--- src/rtl/ula_div_8b.sv ---
// Sequential restoring divider for the ULA family: one quotient bit per clock, ALU-style flag bus.
// Optional two's-complement mode is compiled in with `define DIV_SIGNED_EN (selected per division by sgn).
module ula_div_8b #(
  parameter int W = 8
) (
  input  logic         clk,
  input  logic         rst,
  input  logic         start,
  input  logic [W-1:0] A,
  input  logic [W-1:0] B,
  input  logic         sgn,
  output logic         busy,
  output logic         done,
  output logic [W-1:0] quociente,
  output logic [W-1:0] resto,
  output logic [3:0]   flag
);

  localparam int CW = (W > 1) ? $clog2(W) : 1;

  typedef enum logic [1:0] {IDLE, RUN, DONE} state_t;

  state_t         state_q, state_d;
  logic [W-1:0]   dvd_q, dvd_d;
  logic [W-1:0]   dvs_q, dvs_d;
  logic [W:0]     rem_q, rem_d;
  logic [CW-1:0]  cnt_q, cnt_d;
  logic           mode_q, mode_d;
  logic           neg_quo_q, neg_quo_d;
  logic           neg_rem_q, neg_rem_d;
  logic [W-1:0]   quo_q, quo_d;
  logic [W-1:0]   res_q, res_d;
  logic [3:0]     flag_q, flag_d;

  logic           a_neg, b_neg, sgn_eff;
  logic [W-1:0]   a_mag, b_mag;
  logic [W:0]     rem_shift;
  logic [W+1:0]   diff;
  logic           q_bit;
  logic [W:0]     rem_next;
  logic [W-1:0]   q_mag, r_mag, q_out, r_out;
  logic           ovf;

`ifdef DIV_SIGNED_EN
  assign sgn_eff = sgn;
  assign a_neg   = sgn & A[W-1];
  assign b_neg   = sgn & B[W-1];
`else
  logic unused_sgn;
  assign unused_sgn = sgn;
  assign sgn_eff    = 1'b0;
  assign a_neg      = 1'b0;
  assign b_neg      = 1'b0;
`endif

  assign a_mag = a_neg ? (~A + 1'b1) : A;
  assign b_mag = b_neg ? (~B + 1'b1) : B;

  // The dividend register shifts out its MSB into the remainder and fills with quotient bits,
  // so after W steps it holds the unsigned quotient magnitude.
  assign rem_shift = {rem_q[W-1:0], dvd_q[W-1]};
  assign diff      = {1'b0, rem_shift} - {2'b00, dvs_q};
  assign q_bit     = ~diff[W+1];
  assign rem_next  = q_bit ? diff[W:0] : rem_shift;

  assign q_mag = {dvd_q[W-2:0], q_bit};
  assign r_mag = rem_next[W-1:0];
  assign q_out = neg_quo_q ? (~q_mag + 1'b1) : q_mag;
  assign r_out = neg_rem_q ? (~r_mag + 1'b1) : r_mag;
  // Only most-negative / -1 yields a positive magnitude that does not fit in W signed bits.
  assign ovf   = mode_q & ~neg_quo_q & q_mag[W-1];

  always_comb begin
    state_d   = state_q;
    dvd_d     = dvd_q;
    dvs_d     = dvs_q;
    rem_d     = rem_q;
    cnt_d     = cnt_q;
    mode_d    = mode_q;
    neg_quo_d = neg_quo_q;
    neg_rem_d = neg_rem_q;
    quo_d     = quo_q;
    res_d     = res_q;
    flag_d    = flag_q;
    unique case (state_q)
      IDLE: begin
        if (start) begin
          mode_d    = sgn_eff;
          neg_quo_d = a_neg ^ b_neg;
          neg_rem_d = a_neg;
          if (B == '0) begin
            state_d = DONE;
            quo_d   = '1;
            res_d   = A;
            flag_d  = 4'b1001;
          end else begin
            state_d = RUN;
            dvd_d   = a_mag;
            dvs_d   = b_mag;
            rem_d   = '0;
            cnt_d   = '0;
          end
        end
      end
      RUN: begin
        dvd_d = q_mag;
        rem_d = rem_next;
        cnt_d = cnt_q + 1'b1;
        if (cnt_q == CW'(W - 1)) begin
          state_d = DONE;
          quo_d   = q_out;
          res_d   = r_out;
          flag_d  = {1'b0, ovf, (q_out == '0), q_out[W-1]};
        end
      end
      DONE: state_d = IDLE;
      default: state_d = IDLE;
    endcase
  end

  always_ff @(posedge clk) begin
    if (rst) begin
      state_q   <= IDLE;
      dvd_q     <= '0;
      dvs_q     <= '0;
      rem_q     <= '0;
      cnt_q     <= '0;
      mode_q    <= 1'b0;
      neg_quo_q <= 1'b0;
      neg_rem_q <= 1'b0;
      quo_q     <= '0;
      res_q     <= '0;
      flag_q    <= '0;
    end else begin
      state_q   <= state_d;
      dvd_q     <= dvd_d;
      dvs_q     <= dvs_d;
      rem_q     <= rem_d;
      cnt_q     <= cnt_d;
      mode_q    <= mode_d;
      neg_quo_q <= neg_quo_d;
      neg_rem_q <= neg_rem_d;
      quo_q     <= quo_d;
      res_q     <= res_d;
      flag_q    <= flag_d;
    end
  end

  assign busy      = (state_q == RUN);
  assign done      = (state_q == DONE);
  assign quociente = quo_q;
  assign resto     = res_q;
  assign flag      = flag_q;

endmodule

--- config.mk ---
export PLATFORM = sky130hd
export DESIGN_NAME = ula_div_8b
export DESIGN_NICKNAME = d
export VERILOG_FILES = /design/src/rtl/ula_div_8b.sv
export SDC_FILE = /design/constraint.sdc
export NUM_CORES = 1
export LEC_CHECK = 0
export CORE_ASPECT_RATIO = 1.2
export CORE_UTILIZATION = 38
export CTS_CLUSTER_DIAMETER = 30
export DETAILED_ROUTE_END_ITERATION = 8
export GPL_TIMING_DRIVEN = 1
export MAX_ROUTING_LAYER = met4
export PLACE_DENSITY = 0.64
export RECOVER_POWER = 50
export SYNTH_ARGS = -nofsm -noshare
export SYNTH_HDL_FRONTEND = slang
export SYNTH_SLANG_ARGS = --single-unit
--- constraint.sdc ---
create_clock -name clk -period 2.7 [get_ports clk]
set_input_delay 0.405 -clock clk [delete_from_list [all_inputs] [get_ports clk]]
set_output_delay 0.405 -clock clk [all_outputs]
set_load 0.005 [all_outputs]
==> results by stage <==
Run status:
- The run finished with clean final reports.

Setup path:
- The depth of the worst register-to-register path is 8.
- The critical path class is flop to flop.
- STA classifies the critical path startpoint as a flop.
- STA classifies the critical path endpoint as a flop.
- The arrival time reported for the critical path endpoint is 2540 ps.
- STA puts the critical path data required time at 2940 ps.
- The top fanout value on the critical path is 8.

Power and ir drop:
- Across the VDD grid, the largest voltage drop is 0.203 mV.
- The static leakage power is 1.22 nW.
- The total power draw is 1.56 mW.
- The total power density per cell area is 521 nW/um2.

Placed design:
- Routability-driven placement finished with a final weighted congestion of 0.821.
- Buffers placed on the I/O ports in this run total 39.
- The cell area after placement is 2930 um2.
- Once detailed placement completed, the half-perimeter wirelength came to 4.44 mm.
- Timing analysis after detailed placement gives a worst setup slack of 400 ps.
- The number of placed instances, taps included, is 388.

Route:
- The first-pass detailed-route iteration total is 4.
- The initial DRC count is 111.
- Summed over all layers, the routed wires come to 6.05 mm.
- The post-detailed-route DRC marker count is 0.
- Using the TritonRoute via totals, the vias-per-cell ratio works out to 5.54.
- The total vias in the final route is 2,194.
- The remaining antenna violation count after routing is 0.
- After detailed routing, the average wire length per cell comes to 15.3 um.

GRT:
- The first global-routing pass estimated 9.96 mm of wire.
- The via count of the first global-routing pass is 2,032.
- The sum of overflow across all layers after global routing is 0.
- The number of antenna violations at the first check in global routing was 0.
- The aggregate global-route resource usage is 19.3%.
- The pin count of the biggest net entering global routing is 32.

Yosys:
- The fraction of post-synthesis cell area in the top cell type by area is 38.2%.
- Counting flops with an async set or reset pin after synthesis yields a share of 0%.
- The number of synthesized flops with an enable pin is 0.
- The simple-gate share of the synthesized area is 19.1%.
- The combinational family with the most area after synthesis is compound AO/OA/AOI/OAI gates.
- The cell type with the highest aggregate area in the netlist is dfxtp_1.
- The number of nets in the synthesized netlist is 306.
- During synthesis, Yosys emitted a total of 0 warnings.
- In the synthesized netlist the dominant register cell turns out to be dfxtp_1.
- Sorting the synthesized cells by area gives the leading types as dfxtp_1 38%, ha_1 5.1%, a21oi_1 4.9%.
- The register area share after synthesis is 38.2%.
- Summing the areas of all compound-gate instances in the mapped netlist gives 26.6% of the synthesized area.
- The synthesized-area fraction occupied by xor and xnor cells is 0.710%.
- The number of distinct standard cells referenced by the synthesized netlist is 64.
- Counting instances in the post-synthesis netlist gives the leading cell types as 47 x dfxtp_1, 32 x nor2_1, 24 x a21oi_1, 22 x nand2_1, 16 x inv_1.
- The gate count after technology mapping is 275.
- In the post-synthesis netlist, the cell with the most instances is dfxtp_1.
- After Yosys synthesis, full adders, half adders and majority gates account for 5.89% of the synthesized area.
- The synthesized design contains 47 register bits.
- The synthesized area divided by synthesized cell count is 8.97 um2.
- Summing every instance area after synthesis gives 2470 um2.
- The portion of netlist area occupied by mux cells is 2.44%.

Clock tree:
- Clock tree synthesis inserted a total of 5 buffers.
- The insertion delay of the later-clocked pin in the worst-skew pair is 290 ps.
- In this run the clock root is driven by a clkbuf_8.
- The clock drives 47 sinks.
- The longest clock path from root to sink contains 2 buffers.
- The H-tree was split into 2 levels.
- The clock-pin slew on the worst setup and hold paths is 80 ps.
- After clock tree synthesis, the setup repair step added 0 buffers.
- The number of hold buffers added after CTS was 0.
- Post-CTS repair changed the size of 0 cells.
- The TritonCTS clock tree is built.

STA:
- Setup repair after global routing left no endpoint under its margin.
- The number of max-slew violations in the final report is 0.
- The setup total negative slack is 0 ps.
- Setup violations remaining at the end of the flow were counted as 0.
- The clock arrives with 5.42 ps of skew.
- At the pin with the least slew margin, the transition time is 511 ps.
- The ratio of final minimum period to clock period is 85.0%.
- The final critical delay including setup and external delays is 2290 ps.
- In the post-route analysis, the smallest setup slack over all paths is 406 ps.
- In this run the tightest slew margin relative to its limit is 65.9%.
- Timing would allow up to 0.436 GHz.
- The hold violation total from the final report was 0.
- The tightest hold path in the finished design has a slack of 493 ps.

Final layout:
- The share of cells above drive strength 1 is 10.2%.
- Summing all flip-flop and latch instances after layout gives 941 um2.
- Once layout is done, the placed cells without fillers occupy 3000 um2.
- The count of non-filler cells in the finished layout is 396.
- The filler cells instantiated in the layout total 619.
- The multi-input combinational cells in the finished layout cover a total of 1350 um2.
- The total number of nets in the final design is 344.
- The final cell utilization of the core is 48.6%.
- The total inserted antenna cells is 0.
- The signed area change from the synthesized netlist to the final layout is 21.5%.

Floorplanning:
- The height of the die is 90.3 um.
- The placeable core region is 6170 um2.
- 42 I/O pins were placed.
- For this configuration, the core starts out at a cell density of 40.0%.
- The number of core rows is 31.
- The die outline width is 75.5 um.
- The total die area is 6820 um2.

Hold path:
- Counting instances, the worst hold path has a depth of 2.
- The type of the most critical hold path is flop to flop.

Job:
- Max-cap violations in this run came to 0.
[power by group]
group	leakage (nW)	total [mW]	switching [mW]	internal, mW
Combinational	0.799	0.405	0.223	0.182
Clock	0.0422	0.408	0.226	0.182
Sequential	0.383	0.747	0.0244	0.722
[layer usage]
layer	GRT usage, %	up-vias	routed length [um]	part of all wire (%)
li1	-	1080	-	-
met1	25.0	1049	2780	46
met2	30.0	51	2880	48
met3	3.35	14	237	3.9
met4	6.94	0	160	2.6
met5	-	-	0	0
[path summary, 6_finish.rpt]
check / from / end / slack [ps]
worst max-delay path: dvs_q[6]$_SDFFE_PP0P_ / resto[0]$_SDFFE_PP0P_ / 410
worst min-delay path: rem_q[7]$_SDFFE_PP0P_ / rem_q[7]$_SDFFE_PP0P_ / 490
worst max register to register: dvs_q[6]$_SDFFE_PP0P_ / resto[0]$_SDFFE_PP0P_ / 410
worst min register to register: rem_q[7]$_SDFFE_PP0P_ / rem_q[7]$_SDFFE_PP0P_ / 490
[cells by family (layout without fill, tap and decap cells)]
kind of cell | Yosys count | count (layout)
flops | 47 | 47
buf+inv | 35 | 74
mux | 6 | 6
compound gates | 85 | 85
other cells | 1 | 1
simple gates | 88 | 88
xor+xnor | 2 | 2
fa+ha+maj | 11 | 11
[layout make-up]
| class | count | share of cell area, % |
|---|---|---|
| clock buffer | 7 | 2.55 |
| clock inverter | 1 | 0.167 |
| inverter | 17 | 2.13 |
| multi-input combinational | 193 | 44.9 |
| sequential | 47 | 31.4 |
| tap | 82 | 3.43 |
| timing repair buffer | 49 | 15.4 |
[worst max-delay path, cell delays in order, from the launching register on]
cell and delay [ps]:
dfxtp_1 310, inv_1 60, ha_1 380, a21o_1 250, a221oi_2 330, o21a_1 180
buf_4 160, mux2i_1 330, o221a_1 230
[layout by cell type, fill, tap and decap left out, drive strengths merged, types with 5 or more instances in the layout]
master	count
a21oi	24
a311oi	9
buf	9
clkbuf	8
clkdlybuf4s50	18
dfxtp	47
dlygate4sd3	21
ha	10
inv	16
mux2i	6
nand2	23
nor2	33
nor3	5
o21ai	6
o221a	8
[state kept, by name, indices dropped and copies added (netlist names)]
| name | cells |
|---|---|
| flag | 3 |
| resto | 8 |
| state_q | 2 |
| quociente | 7 |
| dvs_q | 8 |
| dvd_q | 8 |
| rem_q | 8 |
| cnt_q | 3 |
Power figures use the tool's default switching activity.
